==> src/rtl/dppm_decoder_pkg.sv <==
// Shared definitions for the D-PPM receive path: frame and timing limits,
// gap-counter thresholds and the decoder state encoding.
package dppm_decoder_pkg;

   localparam int FRAME_SIZE    = 32;  // data bits per frame, same as the encoder
   localparam int THRESHOLD     = 12;  // spacing <= THRESHOLD is a 0, above is a 1
   localparam int MIN_SPACING   = 4;   // spacing below this is a glitch
   localparam int TIMEOUT       = 24;  // longest legal spacing inside a frame
   localparam int CNT_W         = 6;   // gap counter width, holds TIMEOUT+1
   localparam int IDX_W         = $clog2(FRAME_SIZE);

   // Nominal encoder spacings; the threshold sits between them.
   localparam int INTERVAL_LOW  = 8;
   localparam int INTERVAL_HIGH = 16;

   // The gap counter reads S-1 during the cycle of an edge with spacing S,
   // so every spacing limit is expressed one lower on the counter.
   localparam logic [CNT_W-1:0] GAP_MIN      = CNT_W'(MIN_SPACING - 1);
   localparam logic [CNT_W-1:0] GAP_ZERO_MAX = CNT_W'(THRESHOLD - 1);
   localparam logic [CNT_W-1:0] GAP_LAST     = CNT_W'(TIMEOUT - 1);
   localparam logic [CNT_W-1:0] GAP_SAT      = CNT_W'(TIMEOUT + 1);
   localparam logic [IDX_W-1:0] IDX_LAST     = IDX_W'(FRAME_SIZE - 1);

   typedef enum logic {
      IDLE = 1'b0,
      RECV = 1'b1
   } state_t;

endpackage

==> src/rtl/dppm_edge_detect.sv <==
// Sensor sampling and rising-edge pulse generation.
// DPPM_DECODER_SYNC_EN: when defined, the sensor first passes through a
// two-flop synchronizer (real hardware); otherwise it is registered once
// (loopback simulation). Edge spacing is identical in both builds.
module dppm_edge_detect (
   input  logic i_clock,
   input  logic i_reset,
   input  logic i_sensor,
   output logic o_edge
);

   logic w_level;
   logic r_sample;
   logic r_prev;

`ifdef DPPM_DECODER_SYNC_EN
   logic [1:0] r_sync;

   // Two-stage metastability synchronizer for the asynchronous photodiode.
   always_ff @(posedge i_clock or posedge i_reset) begin
      if (i_reset) r_sync <= 2'b00;
      else         r_sync <= {r_sync[0], i_sensor};
   end

   assign w_level = r_sync[1];
`else
   assign w_level = i_sensor;
`endif

   // Sample register plus one cycle of history for edge detection.
   always_ff @(posedge i_clock or posedge i_reset) begin
      if (i_reset) begin
         r_sample <= 1'b0;
         r_prev   <= 1'b0;
      end else begin
         r_sample <= w_level;
         r_prev   <= r_sample;
      end
   end

   assign o_edge = r_sample & ~r_prev;

endmodule

==> src/rtl/dppm_decoder.sv <==
// D-PPM receiver: measures pulse spacing, rebuilds the frame LSB first and
// strobes valid on completion or error on a glitch/timeout.
// DPPM_DECODER_SYNC_EN selects the synchronized sample path in dppm_edge_detect.
module dppm_decoder
   import dppm_decoder_pkg::*;
(
   input  logic                  i_clock,
   input  logic                  i_reset,
   input  logic                  i_sensor,
   output logic [FRAME_SIZE-1:0] o_data,
   output logic                  o_valid,
   output logic                  o_error,
   output logic                  o_busy
);

   logic                  w_edge;
   logic                  w_bit;
   logic                  w_store;
   logic                  w_load;
   logic                  w_valid_next;
   logic                  w_error_next;
   logic [IDX_W-1:0]      w_index_next;
   logic [FRAME_SIZE-1:0] w_frame;
   state_t                w_state_next;

   state_t                r_state;
   logic [CNT_W-1:0]      r_gap;
   logic [IDX_W-1:0]      r_index;
   logic [FRAME_SIZE-1:0] r_shadow;
   logic [FRAME_SIZE-1:0] r_data;
   logic                  r_valid;
   logic                  r_error;

   dppm_edge_detect u_edge (
      .i_clock  (i_clock),
      .i_reset  (i_reset),
      .i_sensor (i_sensor),
      .o_edge   (w_edge)
   );

   // A spacing above the threshold decodes as 1.
   assign w_bit = (r_gap > GAP_ZERO_MAX);

   // Completed frame: stored bits plus the bit arriving on the final edge.
   always_comb begin
      w_frame                 = r_shadow;
      w_frame[FRAME_SIZE-1]   = w_bit;
   end

   // Next-state logic: start detection, bit classification, completion and aborts.
   always_comb begin
      w_state_next = r_state;
      w_index_next = r_index;
      w_store      = 1'b0;
      w_load       = 1'b0;
      w_valid_next = 1'b0;
      w_error_next = 1'b0;
      case (r_state)
         IDLE: begin
            if (w_edge) begin
               w_state_next = RECV;
               w_index_next = '0;
            end
         end
         RECV: begin
            if (w_edge) begin
               if (r_gap < GAP_MIN) begin
                  w_error_next = 1'b1;
                  w_state_next = IDLE;
               end else if (r_index == IDX_LAST) begin
                  w_load       = 1'b1;
                  w_valid_next = 1'b1;
                  w_state_next = IDLE;
               end else begin
                  w_store      = 1'b1;
                  w_index_next = r_index + 1'b1;
               end
            end else if (r_gap == GAP_LAST) begin
               // No edge at S = TIMEOUT: the frame cannot continue legally.
               w_error_next = 1'b1;
               w_state_next = IDLE;
            end
         end
         default: w_state_next = IDLE;
      endcase
   end

   // Gap counter: restart on each edge, otherwise count up and saturate.
   always_ff @(posedge i_clock or posedge i_reset) begin
      if (i_reset)              r_gap <= '0;
      else if (w_edge)          r_gap <= '0;
      else if (r_gap != GAP_SAT) r_gap <= r_gap + 1'b1;
   end

   // State, bit index and one-cycle status strobes.
   always_ff @(posedge i_clock or posedge i_reset) begin
      if (i_reset) begin
         r_state <= IDLE;
         r_index <= '0;
         r_valid <= 1'b0;
         r_error <= 1'b0;
      end else begin
         r_state <= w_state_next;
         r_index <= w_index_next;
         r_valid <= w_valid_next;
         r_error <= w_error_next;
      end
   end

   // Shadow register collects bits; output data only changes on a good frame.
   always_ff @(posedge i_clock or posedge i_reset) begin
      if (i_reset) begin
         r_shadow <= '0;
         r_data   <= '0;
      end else begin
         if (w_store) r_shadow[r_index] <= w_bit;
         if (w_load)  r_data            <= w_frame;
      end
   end

   assign o_data  = r_data;
   assign o_valid = r_valid;
   assign o_error = r_error;
   assign o_busy  = (r_state == RECV);

endmodule

==> config.mk <==
export PLATFORM = sky130hd
export DESIGN_NAME = dppm_decoder
export DESIGN_NICKNAME = d
export VERILOG_FILES = /design/src/rtl/dppm_decoder_pkg.sv /design/src/rtl/dppm_edge_detect.sv /design/src/rtl/dppm_decoder.sv
export SDC_FILE = /design/constraint.sdc
export NUM_CORES = 1
export LEC_CHECK = 0
export BUFFER_PORTS_ARGS = -buffer_cell sky130_fd_sc_hd__buf_2
export CORE_UTILIZATION = 55
export DETAILED_ROUTE_END_ITERATION = 8
export GPL_TIMING_DRIVEN = 0
export PLACE_DENSITY = 0.81
export SLEW_MARGIN = 10
export SYNTH_ARGS = -nofsm -noshare
export SYNTH_HDL_FRONTEND = slang
export SYNTH_SLANG_ARGS = --single-unit
==> constraint.sdc <==
create_clock -name i_clock -period 2.4 [get_ports i_clock]
set_input_delay 0.24 -clock i_clock [delete_from_list [all_inputs] [get_ports i_clock]]
set_output_delay 0.24 -clock i_clock [all_outputs]
set_load 0.005 [all_outputs]
==> impl_metrics.csv <==
group,metric,value,unit
drt,wl,6.185,mm
outcome,status,"complete, no violations",
power_and_ir_drop,p_switching,0.8761,mW
drt,vias,2176,
finish,design_area,0.004156,mm²
drt,ant_nets,0,
worst_setup_path,cp-end-kind,"register",
finish,final_cell_mix,"dfrtp_1, mux2_2, buf_2",
clocking,clk_pin_slew,80,ps
floorplan,dieArea,0.006793,mm²
worst_setup_path,crit_path_cell_trace,"ha_1 > or4_4 > buf_6 > o211ai_4 > buf_6 > mux2_2",
clocking,cts_sinks,79,
sta,min_period,2314,ps
grt,grt_max_degree,49,
floorplan,fp.dieH,82.42,µm
yosys,avgSynthCellArea,13.13,µm²
drt,wl_per_cell,15.39,µm
finish,antenna_cells,0,
yosys,synth_cells,271,
clocking,cts_setup_buffers,0,
placement,io_buffers,37,
finish,final_common_cell,"dfrtp_1",
sta,max_slew_margin,0.6772,
yosys,synthesis.area,0.003557,mm²
worst_hold_path,hp-class,"reg -> reg",
worst_hold_path,worstHoldStart,"u_edge.r_sample$_DFF_PP0_",
worst_setup_path,worstSetupPathType,"reg -> reg",
power_and_ir_drop,seqPwrFrac,0.435,
floorplan,num_rows,28,
finish,final_util,0.6819,
worst_setup_path,crit_top_cell,"buf_6",
power_and_ir_drop,p_comb_frac,0.171,
floorplan,boundaryPins,38,
sta,skew,9.621,ps
clocking,cts_tree,"done",
sta,hold_violations,0,
sta,grt_setup_unrepaired,"false",
yosys,synth_cell_type_count,41,
worst_setup_path,cp_max_fo,10,
power_and_ir_drop,cellLeakagePower,2.127,nW
grt,grt_pass1_vias,2171,
power_and_ir_drop,switching_share,0.2654,
placement,place_congestion,0.8695,
worst_hold_path,hold_depth,0,
worst_setup_path,critical_path_arrival,2550,ps
power_and_ir_drop,p_int,2.425,mW
placement,dpl_cell_area,0.003866,mm²
worst_hold_path,whs_endpoint,"u_edge.r_prev$_DFF_PP0_",
drt,drtPass1Iterations,4,
worst_setup_path,worstPathRequired,2630,ps
yosys,syn_nets,281,
worst_setup_path,r2r_end,"o_data[15]$_DFFE_PP0P_",
grt,grt_usage,0.2088,
worst_setup_path,max_stage_delay,430,ps
clocking,cts_made_buffers,9,
yosys,ys.warnings.count,0,
finish,layout-drive-gt1-share,0.4128,
grt,grt_overflow,0,
flow_run,cap_viol_max_count,0,
clocking,clk_latency,350,ps
clocking,root_buffer,"clkbuf_8",
worst_setup_path,start_kind,"register",
finish,area_delta_synth_final,16.85,%
sta,drv_slew,0,
clocking,cts_buffer_depth,2,
sta,fin_crit_sh,0.9643,
finish,fill_cells,445,
sta,fmax,0.4321,GHz
worst_setup_path,rr_startpoint,"r_gap[0]$_DFFE_PP0P_",
grt,grt_pass1_wl,10.22,mm
floorplan,design.core.area,0.006096,mm²
grt,grt_antenna_before_repair,0,
power_and_ir_drop,irDropWorstVdd,0.6029,mV
floorplan,die_w,82.42,µm
sta,tightest_slew,483.2,ps
power_and_ir_drop,power_density,794.3,mW/mm²
placement,place_hpwl,4.205,mm
drt,drtIter0Drc,66,
power_and_ir_drop,finalPower,3.302,mW
yosys,ys_seq_area_frac,0.5558,
floorplan,start_util,0.5835,
sta,finalSetupViolations,0,
worst_setup_path,rrSetupSlack,90,ps
drt,avgViaCountPerCell,5.413,
clocking,cts-htree-levels,3,
worst_setup_path,cpMaxStageDelayCell,"dfrtp_1",
worst_setup_path,critPathLaunch,"r_gap[0]$_DFFE_PP0P_",
yosys,yosys_register_bits,79,
power_and_ir_drop,pwr-share-clk,0.394,
drt,drc,0,
finish,finalNetCount,332,
worst_setup_path,r2r_cells,6,
area by class of cell:
class / count / area (µm²) / area share
plain buffers: 16 / 111.4 / 0.02679
multi-input cells: 168 / 1439 / 0.3462
flip-flops and latches: 79 / 1977 / 0.4756
inverters: 8 / 32.53 / 0.007827
well taps: 75 / 93.84 / 0.02258
repair buffers: 40 / 232.7 / 0.05599
clock inverters: 5 / 128.9 / 0.03101
clock buffers: 11 / 141.4 / 0.03402
registers in the layout (all words and copies together) (netlist names):
| name | flops |
|---|---|
| r_gap | 6 |
| u_edge.r_sample | 1 |
| o_data | 32 |
| u_edge.r_prev | 1 |
| o_busy | 1 |
| o_error | 1 |
| r_index | 5 |
| r_shadow | 31 |
| o_valid | 1 |
power groups by stage:
stage	sequential (mW)	clock, mW	combinational (mW)
CTS	1.44	1.32	0.567
floorplan	1.45	0	0.447
global placement	1.46	0	0.539
finish	1.44	1.30	0.564
detailed placement	1.46	0	0.561
global route	1.45	1.37	0.624
logic make-up (layout without fill, tap and decap cells):
| family | count (synthesis) | after routing | share of synthesized area |
|---|---|---|---|
| mux | 63 | 63 | 0.2089 |
| buf+inv | 24 | 80 | 0.03975 |
| compound gates | 19 | 19 | 0.06051 |
| fa+ha+maj | 7 | 7 | 0.02462 |
| xor+xnor | 5 | 5 | 0.01231 |
| flops | 79 | 79 | 0.5558 |
| simple gates | 74 | 74 | 0.09814 |
Yosys cell counts:
| library cell | number | area [µm²] |
|---|---|---|
| mux2_1 | 3 | 33.78 |
| nand4_1 | 1 | 6.260 |
| buf_2 | 2 | 10.01 |
| o21ai_4 | 1 | 16.27 |
| a21oi_1 | 2 | 10.01 |
| mux2_4 | 9 | 135.1 |
| nand3b_1 | 3 | 22.52 |
| nand2b_1 | 1 | 6.260 |
| nor3_1 | 8 | 40.04 |
| nor4_1 | 2 | 12.51 |
| and3b_1 | 1 | 8.760 |
| ha_1 | 7 | 87.58 |
| nor2_1 | 36 | 135.1 |
| a31o_2 | 2 | 17.52 |
| clkbuf_1 | 5 | 18.77 |
| inv_1 | 8 | 30.03 |
| and3_1 | 1 | 6.260 |
| or3_1 | 1 | 6.260 |
| o211ai_4 | 1 | 21.27 |
| o221ai_1 | 1 | 8.760 |
| nand3_1 | 5 | 25.02 |
| o31ai_1 | 1 | 7.510 |
| or3b_2 | 1 | 8.760 |
| nor2b_1 | 1 | 6.260 |
| xor2_1 | 2 | 17.52 |
| nand2_1 | 10 | 37.54 |
| a211o_2 | 1 | 10.01 |
| mux2_2 | 51 | 574.3 |
| dfrtp_1 | 79 | 1977 |
| o21ai_0 | 4 | 20.02 |
| or4b_2 | 1 | 10.01 |
| and2_1 | 1 | 6.260 |
| buf_4 | 1 | 7.510 |
| a211oi_1 | 1 | 7.510 |
| buf_1 | 2 | 7.510 |
| o32ai_1 | 1 | 8.760 |
| o2bb2ai_1 | 1 | 8.760 |
| buf_6 | 6 | 67.56 |
| or4_4 | 1 | 11.26 |
| xnor2_1 | 3 | 26.28 |
| o2111ai_4 | 3 | 78.83 |
how the worst max path moves through the flow:
stage,endpoint,slack [ps],cells after the start
after floorplan,o_busy$_DFF_PP0_,140,1
after detailed placement,r_shadow[3]$_DFFE_PP0P_,40,8
after global routing,o_data[15]$_DFFE_PP0P_,20,6
final,o_data[15]$_DFFE_PP0P_,90,6
after global placement,o_valid$_DFF_PP0_,-700,2
after CTS,r_shadow[3]$_DFFE_PP0P_,20,8
timing repair:
action | in CTS | in global routing
endpoints found under the hold margin | 32 | 0
setup endpoints to repair | 0 | 27
hold buffers | 2 | 0
gates resized for setup | 0 | 1
metrics by stage:
stage / setup TNS [ps] / instances / hold slack (ps) / worst slack, ps
floorplan: 0 / 271 / 271.4 / 136.6
global placement: -55300 / 383 / 348.5 / -703.8
detailed placement: 0 / 384 / 272.6 / 37.32
CTS: 0 / 402 / 426.4 / 23.65
global route: 0 / 402 / 445.8 / 20.06
finish: 0 / 402 / 421.4 / 85.63
critical path: cells and delay by family (launching register included):
kind	cells	cell delay, ps
AOI/OAI and AO/OA	1	330
adders and majority gates	1	290
buffers and inverters	2	370
DFF	1	430
muxes	1	350
and+or+nand+nor	1	430
metal layers:
metal,part of all wire,vias up,wire length [µm],global-route usage
met3,0.040,16,245,0.04286
met5,0,-,0,0
met2,0.48,53,2957,0.3331
li1,-,1046,-,-
met4,0.027,0,165,0.1053
met1,0.46,1061,2816,0.2706
Note: power is estimated with default switching activity, not from simulation.
